File: src/rtl/lzc_norm_pipe_if.sv
`default_nettype none
// =============================================================================
// Module   : lzc_norm_pipe_if
// Purpose  : Beat-level handshake bundle between lzc_norm_pipe and its neighbours.
// Revision : 1.0 - initial release
// =============================================================================
interface lzc_norm_pipe_if #(
  parameter int WIDTH = 24,
  parameter int TAG_W = 4,
  parameter int LZW   = $clog2(WIDTH + 1)
);
  logic             in_valid;
  logic             in_ready;
  logic [WIDTH-1:0] in_data;
  logic             in_mode;
  logic [TAG_W-1:0] in_tag;
  logic             out_valid;
  logic             out_ready;
  logic [LZW-1:0]   out_lz;
  logic [WIDTH-1:0] out_norm;
  logic             out_zero;
  logic [TAG_W-1:0] out_tag;

  modport master (
    output in_valid, in_data, in_mode, in_tag, out_ready,
    input  in_ready, out_valid, out_lz, out_norm, out_zero, out_tag
  );

  modport slave (
    input  in_valid, in_data, in_mode, in_tag, out_ready,
    output in_ready, out_valid, out_lz, out_norm, out_zero, out_tag
  );
endinterface
`default_nettype wire

File: src/rtl/lzc_norm_pipe.sv
`default_nettype none
// =============================================================================
// Module   : lzc_norm_pipe
// Purpose  : Pipelined leading-zero / redundant-sign counter with normalising shift.
// Revision : 1.0 - initial release
// =============================================================================
module lzc_norm_pipe #(
  parameter int WIDTH  = 24,
  parameter int STAGES = 2,
  parameter int TAG_W  = 4,
  parameter int LZW    = $clog2(WIDTH + 1)
) (
  input  logic           clk,
  input  logic           rst,
  lzc_norm_pipe_if.slave bus
);

  if ((WIDTH < 2) || (WIDTH > 64)) begin : g_bad_width
    $error("lzc_norm_pipe: WIDTH must lie in 2..64");
  end
  if ((STAGES < 1) || (STAGES > 2)) begin : g_bad_stages
    $error("lzc_norm_pipe: STAGES must be 1 or 2");
  end

  // Sign mode marks each bit that differs from its upper neighbour; bit 0 is a
  // sentinel so a run spanning the whole word stops at WIDTH-1.
  logic [WIDTH-1:0] scan_vec;
  logic [LZW-1:0]   cnt_in;
  logic             zero_in;

  always_comb begin
    scan_vec    = '0;
    scan_vec[0] = bus.in_mode ? 1'b1 : bus.in_data[0];
    for (int i = 1; i < WIDTH; i++) begin
      scan_vec[i] = bus.in_mode ? (bus.in_data[i] ^ bus.in_data[i-1]) : bus.in_data[i];
    end
  end

  always_comb begin
    cnt_in = LZW'(WIDTH);
    for (int i = 0; i < WIDTH; i++) begin
      if (scan_vec[i]) cnt_in = LZW'(WIDTH - 1 - i);
    end
    zero_in = bus.in_mode ? (cnt_in == LZW'(WIDTH - 1)) : (cnt_in == LZW'(WIDTH));
  end

  if (STAGES == 2) begin : g_two
    logic             s1_valid_q, s1_valid_d;
    logic [WIDTH-1:0] s1_data_q,  s1_data_d;
    logic [LZW-1:0]   s1_lz_q,    s1_lz_d;
    logic             s1_zero_q,  s1_zero_d;
    logic [TAG_W-1:0] s1_tag_q,   s1_tag_d;
    logic             s2_valid_q, s2_valid_d;
    logic [WIDTH-1:0] s2_norm_q,  s2_norm_d;
    logic [LZW-1:0]   s2_lz_q,    s2_lz_d;
    logic             s2_zero_q,  s2_zero_d;
    logic [TAG_W-1:0] s2_tag_q,   s2_tag_d;
    logic             s2_open;
    logic             s1_open;

    always_comb begin
      s2_open    = !s2_valid_q || bus.out_ready;
      s1_open    = !s1_valid_q || s2_open;
      s1_valid_d = s1_valid_q;
      s1_data_d  = s1_data_q;
      s1_lz_d    = s1_lz_q;
      s1_zero_d  = s1_zero_q;
      s1_tag_d   = s1_tag_q;
      s2_valid_d = s2_valid_q;
      s2_norm_d  = s2_norm_q;
      s2_lz_d    = s2_lz_q;
      s2_zero_d  = s2_zero_q;
      s2_tag_d   = s2_tag_q;
      if (s2_open) begin
        s2_valid_d = s1_valid_q;
        if (s1_valid_q) begin
          s2_norm_d = s1_data_q << s1_lz_q;
          s2_lz_d   = s1_lz_q;
          s2_zero_d = s1_zero_q;
          s2_tag_d  = s1_tag_q;
        end
      end
      if (s1_open) begin
        s1_valid_d = bus.in_valid;
        if (bus.in_valid) begin
          s1_data_d = bus.in_data;
          s1_lz_d   = cnt_in;
          s1_zero_d = zero_in;
          s1_tag_d  = bus.in_tag;
        end
      end
    end

    always_ff @(posedge clk or posedge rst) begin
      if (rst) begin
        s1_valid_q <= 1'b0;
        s1_data_q  <= '0;
        s1_lz_q    <= '0;
        s1_zero_q  <= 1'b0;
        s1_tag_q   <= '0;
        s2_valid_q <= 1'b0;
        s2_norm_q  <= '0;
        s2_lz_q    <= '0;
        s2_zero_q  <= 1'b0;
        s2_tag_q   <= '0;
      end else begin
        s1_valid_q <= s1_valid_d;
        s1_data_q  <= s1_data_d;
        s1_lz_q    <= s1_lz_d;
        s1_zero_q  <= s1_zero_d;
        s1_tag_q   <= s1_tag_d;
        s2_valid_q <= s2_valid_d;
        s2_norm_q  <= s2_norm_d;
        s2_lz_q    <= s2_lz_d;
        s2_zero_q  <= s2_zero_d;
        s2_tag_q   <= s2_tag_d;
      end
    end

    assign bus.in_ready  = s1_open;
    assign bus.out_valid = s2_valid_q;
    assign bus.out_lz    = s2_lz_q;
    assign bus.out_norm  = s2_norm_q;
    assign bus.out_zero  = s2_zero_q;
    assign bus.out_tag   = s2_tag_q;
  end else begin : g_one
    logic             s1_valid_q, s1_valid_d;
    logic [WIDTH-1:0] s1_norm_q,  s1_norm_d;
    logic [LZW-1:0]   s1_lz_q,    s1_lz_d;
    logic             s1_zero_q,  s1_zero_d;
    logic [TAG_W-1:0] s1_tag_q,   s1_tag_d;
    logic             s1_open;

    always_comb begin
      s1_open    = !s1_valid_q || bus.out_ready;
      s1_valid_d = s1_valid_q;
      s1_norm_d  = s1_norm_q;
      s1_lz_d    = s1_lz_q;
      s1_zero_d  = s1_zero_q;
      s1_tag_d   = s1_tag_q;
      if (s1_open) begin
        s1_valid_d = bus.in_valid;
        if (bus.in_valid) begin
          s1_norm_d = bus.in_data << cnt_in;
          s1_lz_d   = cnt_in;
          s1_zero_d = zero_in;
          s1_tag_d  = bus.in_tag;
        end
      end
    end

    always_ff @(posedge clk or posedge rst) begin
      if (rst) begin
        s1_valid_q <= 1'b0;
        s1_norm_q  <= '0;
        s1_lz_q    <= '0;
        s1_zero_q  <= 1'b0;
        s1_tag_q   <= '0;
      end else begin
        s1_valid_q <= s1_valid_d;
        s1_norm_q  <= s1_norm_d;
        s1_lz_q    <= s1_lz_d;
        s1_zero_q  <= s1_zero_d;
        s1_tag_q   <= s1_tag_d;
      end
    end

    assign bus.in_ready  = s1_open;
    assign bus.out_valid = s1_valid_q;
    assign bus.out_lz    = s1_lz_q;
    assign bus.out_norm  = s1_norm_q;
    assign bus.out_zero  = s1_zero_q;
    assign bus.out_tag   = s1_tag_q;
  end

endmodule
`default_nettype wire

File: src/flat_wrapper.sv
// flat-port wrapper written by rule: the top's interface ports become plain ports
module lzc_norm_pipe_flat 
#(
  parameter int WIDTH  = 24,
  parameter int STAGES = 2,
  parameter int TAG_W  = 4,
  parameter int LZW    = $clog2(WIDTH + 1)
)
  (clk, rst, bus_in_valid, bus_in_data, bus_in_mode, bus_in_tag, bus_out_ready, bus_in_ready, bus_out_valid, bus_out_lz, bus_out_norm, bus_out_zero, bus_out_tag);
  lzc_norm_pipe_if #(.WIDTH(WIDTH), .TAG_W(TAG_W), .LZW(LZW)) bus_i ();
  input  logic clk;
  input  logic rst;
  input wire logic [$bits(bus_i.in_valid)-1:0] bus_in_valid;
  input wire logic [$bits(bus_i.in_data)-1:0] bus_in_data;
  input wire logic [$bits(bus_i.in_mode)-1:0] bus_in_mode;
  input wire logic [$bits(bus_i.in_tag)-1:0] bus_in_tag;
  input wire logic [$bits(bus_i.out_ready)-1:0] bus_out_ready;
  output wire logic [$bits(bus_i.in_ready)-1:0] bus_in_ready;
  output wire logic [$bits(bus_i.out_valid)-1:0] bus_out_valid;
  output wire logic [$bits(bus_i.out_lz)-1:0] bus_out_lz;
  output wire logic [$bits(bus_i.out_norm)-1:0] bus_out_norm;
  output wire logic [$bits(bus_i.out_zero)-1:0] bus_out_zero;
  output wire logic [$bits(bus_i.out_tag)-1:0] bus_out_tag;
  assign bus_i.in_valid = bus_in_valid;
  assign bus_i.in_data = bus_in_data;
  assign bus_i.in_mode = bus_in_mode;
  assign bus_i.in_tag = bus_in_tag;
  assign bus_i.out_ready = bus_out_ready;
  assign bus_in_ready = bus_i.in_ready;
  assign bus_out_valid = bus_i.out_valid;
  assign bus_out_lz = bus_i.out_lz;
  assign bus_out_norm = bus_i.out_norm;
  assign bus_out_zero = bus_i.out_zero;
  assign bus_out_tag = bus_i.out_tag;
  lzc_norm_pipe #(.WIDTH(WIDTH), .STAGES(STAGES), .TAG_W(TAG_W), .LZW(LZW)) u_core (.clk(clk), .rst(rst), .bus(bus_i));
endmodule
File: config.mk
export PLATFORM = sky130hd
export DESIGN_NAME = lzc_norm_pipe_flat
export DESIGN_NICKNAME = d
export VERILOG_FILES = /design/src/rtl/lzc_norm_pipe_if.sv /design/src/rtl/lzc_norm_pipe.sv /design/src/flat_wrapper.sv
export SDC_FILE = /design/constraint.sdc
export NUM_CORES = 1
export LEC_CHECK = 0
export ABC_CLOCK_PERIOD_IN_PS = 2600
export CAP_MARGIN = 25
export CORE_MARGIN = 2
export CORE_UTILIZATION = 50
export CTS_BUF_LIST = sky130_fd_sc_hd__clkbuf_2 sky130_fd_sc_hd__clkbuf_4 sky130_fd_sc_hd__clkbuf_8
export DETAILED_ROUTE_END_ITERATION = 7
export PLACE_DENSITY = 0.75
export SYNTH_ARGS = -nofsm -noshare
export SYNTH_HDL_FRONTEND = slang
export SYNTH_SLANG_ARGS = --single-unit
File: constraint.sdc
create_clock -name clk -period 2.6 [get_ports clk]
set_clock_uncertainty 0.2 [all_clocks]
set_input_delay 0.52 -clock clk [delete_from_list [all_inputs] [get_ports clk]]
set_output_delay 0.52 -clock clk [all_outputs]
set_load 0.02 [all_outputs]
# After elaboration in Yosys (flattened, before gate mapping)
# Cells that the tools add are included.
# classes
n_mux,49
reduce_logical,6
bitwise,23
n_shift,1
n_eq_ne,2
# ops
operator,n
$mux W5,16
$mux W4,8
$mux W1,25
$shl A24 B5 Y24,1
$xor A1 B1 Y1,23
$eq A5 B5 Y1 const B,2
$reduce_and A2 Y1,2
$logic_not A1 Y1,2
$logic_or A1 B1 Y1,2
# word_totals
regBits,70
word_cells,91

# Logic depth before layout (Yosys ltp)
# logic_depth
depth_word,27
ltp_mapped,8
depth_no_buf,6

# Worst setup path after synthesis
# OpenSTA, ideal clock, no wires.
# synth_path
path_kind,in2reg
startpoint,in bus_in_data[5]
endpoint,reg u_core.g_two.s1_zero_q
n_path_buf,1
setup_ns,0.076
arrival_time_ns,1.942
stages,5
path_slack_ns,0.381
path_cell_list,clkbuf_1 -> o31a_2 -> or4_1 -> a221o_1 -> o21ai_1
# synth_between
elab_chain_cells,23
elab_cells_between_ends,26
# synth_rtl
item,line_no,rtl
from (decl),flat_wrapper.sv:14,input wire logic [$bits(bus_i.in_data)-1:0] bus_in_data;
$xor A1 B1 Y1,lzc_norm_pipe.sv:35,scan_vec[i] = bus.in_mode ? (bus.in_data[i] ^ bus.in_data[i-1]) : bus.in_data[i];
$mux W1,lzc_norm_pipe.sv:35,
$mux W4,lzc_norm_pipe.sv:42,if (scan_vec[i]) cnt_in = LZW'(WIDTH - 1 - i);
$mux W4 * (2 in a row),lzc_norm_pipe.sv:42,
$mux W5 * (16 in a row),lzc_norm_pipe.sv:42,
$eq A5 B5 Y1,lzc_norm_pipe.sv:44,zero_in = bus.in_mode ? (cnt_in == LZW'(WIDTH - 1)) : (cnt_in == LZW'(WIDTH));
$mux W1 *,lzc_norm_pipe.sv:44,
to (signal assigned),lzc_norm_pipe.sv:110,s1_zero_q <= s1_zero_d;
to (decl),lzc_norm_pipe.sv:51,"logic s1_zero_q, s1_zero_d;"
# Every way passes the cells marked *; elsewhere a longest branch is shown, timed or not.
# A chain may end at the register's enable or synchronous reset.

# Final worst setup path
# layout_path
startpoint,in bus_out_ready
endpoint,out bus_in_ready
# layout_between
elab_chain_cells,2
# layout_rtl
item,line_no,rtl
from (decl),flat_wrapper.sv:17,input wire logic [$bits(bus_i.out_ready)-1:0] bus_out_ready;
$logic_or A1 B1 Y1,lzc_norm_pipe.sv:62,s2_open = !s2_valid_q || bus.out_ready;
$logic_or A1 B1 Y1,lzc_norm_pipe.sv:63,s1_open = !s1_valid_q || s2_open;
to (decl),flat_wrapper.sv:18,output wire logic [$bits(bus_i.in_ready)-1:0] bus_in_ready;
# No other way between the ends.

==> impl_results.md <==
- Unique cell type count in the Yosys netlist: 62
- Final wirelength: 10.8 mm
- Power Dens Cells: 683 nW/um2
- Reg area: 1750 um2
- CTS tree: built
- Via-to-Cell Ratio: 5.96
- FILL cells: 722
- Highest-count cells in the layout ignoring fill and taps: 70 x dfrtp_1, 68 x clkdlybuf4s50_1, 57 x nand2_1
- Total Power: 3.97 mW
- Synth-to-Final Area Change: 28.4%
- Leak pwr: 2.43 nW
- Pre-CTS WS: -0.244 ns
- Worst hold slack: 0.289 ns
- Post-Layout Cell Count: 655
- Type of the worst setup path: in -> out
- Clock slew at reported path FFs: 0.07 ns
- Worst skew pair latency: 0.35 ns
- Tcrit/Tclk final: 97.2%
- Die Span X: 99.2 um
- Vias in the first global route: 3718
- CTS Buf Count: 9
- Synth warnings: 0
- Initial Util: 51.7%
- Initial DRC count: 230
- Share of cells above drive strength 1: 24.1%
- Final setup violation count: 0
- WHS Path Cells: 2
- Post-DP Area: 5590 um2
- Routability cong.: 0.915
- R2R Setup Slk: 0.30 ns
- Fmax: 0.396 GHz
- Boundary Pins: 69
- Buffers on Ports: 68
- Slowest library cell on the worst path: clkdlybuf4s50_1
- Post-Synth Simple-Gate Area: 14.8%
- GRT Overall Usage: 23.1%
- Largest net degree at the start of global routing: 71
- Worst Path Arrival: 1.81 ns
- Slew @ Worst Pin: 0.514 ns
- Cell count after placement: 639
- Setup Buffers After CTS: 0
- TNS Setup: 0 ns
- Cell mode on critical path: clkdlybuf4s50_1
- Hold Buf Count CTS: 0
- Multi-input gate area: 2560 um2
- Final core occ: 66.3%
- Die area: 9830 um2
- CP max stage delay: 0.63 ns
- # rows: 34
- CP Cell Sequence: clkdlybuf4s50_1, nand3b_1, clkdlybuf4s50_1
- Fin. Hold Viols: 0
- Cell count after synthesis: 450
- WP data required: 1.88 ns
- # diodes: 0
- Multiplexer share of the synthesized area: 23.3%
- Net Count, Synth: 483
- Final Critical Period: 2.53 ns
- Buf/Inv on CP: 2
- Antenna Violating Nets Remaining: 0
- Die height: 99.2 um
- Setup crit end kind: output pin
- Global route overflow: 0
- Synth Area in Adders: 0%
- Synth Area per Inst: 10.1 um2
- Number of synthesized flops with an enable pin: 0
- Synthesized cell area: 4530 um2
- Post-synth top flop: dfrtp_1
- Final setup margin: 0.0727 ns
- Commonest non-fill, non-tap cell in the layout: dfrtp_1
- Max-cap viol count: 0
- Slew Limit Fails: 0
- Hold endpoint: u_core.bus.out_norm[22]
- Hpwl dp: 8.44 mm
- Max clock buf depth: 2
- Ys async rst share: 100%
- Post-cts resize count: 0
- Core area: 8760 um2
- Initial DRT Pass Iterations: 4
- Peak supply drop: 0.000281 V
- Post-route cell area: 5810 um2
- Initial antenna violation count: 0
- Delay-heaviest family, CP: buffers and inverters
- Synth Area in XOR/XNOR: 0.387%
- Slew margin rel.: 65.6%
- Worst R2R Path Depth: 6
- Residual DRC: 0
- Crit-path max FO: 3
- Clk sinks: 70
- CTS Root Buffer Type: clkbuf_8
- First-pass GRT wire length: 18.3 mm
- Reg2reg end: u_core.bus.out_norm[16]
- Crit path launch type: input pin
- RSZ-0062 raised after global routing: false
- Compound-Gate Fraction of Synth Area: 18.2%
- Hold Startpoint: u_core.bus.out_norm[22]
- Routed wire per std cell: 16.5 um
- Sequential-to-total area share from yosys stat: 38.7%
- Yosys reg bits: 70
- Worst R2R Start: u_core.g_two.s1_lz_q[0]
- Nets@finish: 575
- H-Tree Level Count: 3
- Largest family of logic cells by synthesized area: multiplexers
- Status: complete, no violations
- Worst Hold Class: reg -> reg
- Via count: 3906
flip-flops by register name, indices dropped and copies added, names as in the netlist:
signal and count:
u_core.g_two.s1_valid_q 1, u_core.bus.out_lz 5, u_core.g_two.s1_zero_q 1, u_core.bus.out_norm 24
u_core.g_two.s1_tag_q 4, u_core.bus.out_valid 1, u_core.g_two.s1_data_q 24, u_core.g_two.s1_lz_q 5
u_core.bus.out_tag 4, u_core.bus.out_zero 1
how the worst max path moves through the flow:
stage / startpoint / endpoint / slack (ns) / depth (start not counted)
3_3_place_gp: bus_in_data[10] / u_core.g_two.s1_zero_q / -0.19 / 7
4_1_cts: bus_out_ready / bus_in_ready / 0.08 / 3
2_1_floorplan: rst / u_core.bus.out_lz[0] / 0.11 / 1
5_1_grt: bus_in_data[10] / u_core.g_two.s1_zero_q / 0.01 / 8
3_5_place_dp: bus_in_data[10] / u_core.g_two.s1_zero_q / -0.24 / 7
6_report: bus_out_ready / bus_in_ready / 0.07 / 3
synthesized netlist by cell type, drive strengths merged (5+ instances only):
cell type / n / area (um2)
a211oi: 8 / 60.1
a21oi: 20 / 100
a22o: 11 / 96.3
and2: 8 / 50.1
buf: 16 / 82.6
clkbuf: 24 / 90.1
dfrtp: 70 / 1750
inv: 9 / 33.8
mux2: 34 / 383
mux2i: 13 / 130
mux4: 24 / 541
nand2: 57 / 214
nand3: 5 / 25.0
nand4: 8 / 50.1
nor2: 17 / 63.8
nor2b: 7 / 43.8
o21ai: 38 / 190
o22ai: 8 / 50.1
metal layers:
layer / track usage (%) / vias up / wire length, um
met5: 0 / - / 0
met4: 6.01 / 0 / 173
met3: 4.22 / 16 / 577
met2: 37.2 / 121 / 5150
met1: 32.8 / 1890 / 4940
li1: - / 1879 / -
power breakdown:
| group | switching (mW) | internal [mW] |
|---|---|---|
| logic | 0.741 | 0.822 |
| clock network | 0.406 | 0.549 |
| registers | 0.150 | 1.30 |
kinds of logic after synthesis:
family	count (synthesis)
compound gates	123
xor+xnor	2
flops	70
buf+inv	50
simple gates	134
mux	71
worst min-delay path, cell delays in order (launching register included):
cell,delay [ns]
dfrtp_1,0.34
nand2_1,0.05
o21ai_1,0.06
layout make-up:
class	instances	area share, %
Timing Repair Buffer	121	19.0
Clock buffer	10	2.26
Sequential cell	70	30.1
Inverter	10	0.646
Multi-Input combinational cell	330	44.1
Clock inverter	6	1.49
Tap cell	108	2.33
(Power assumes the default switching activity.)
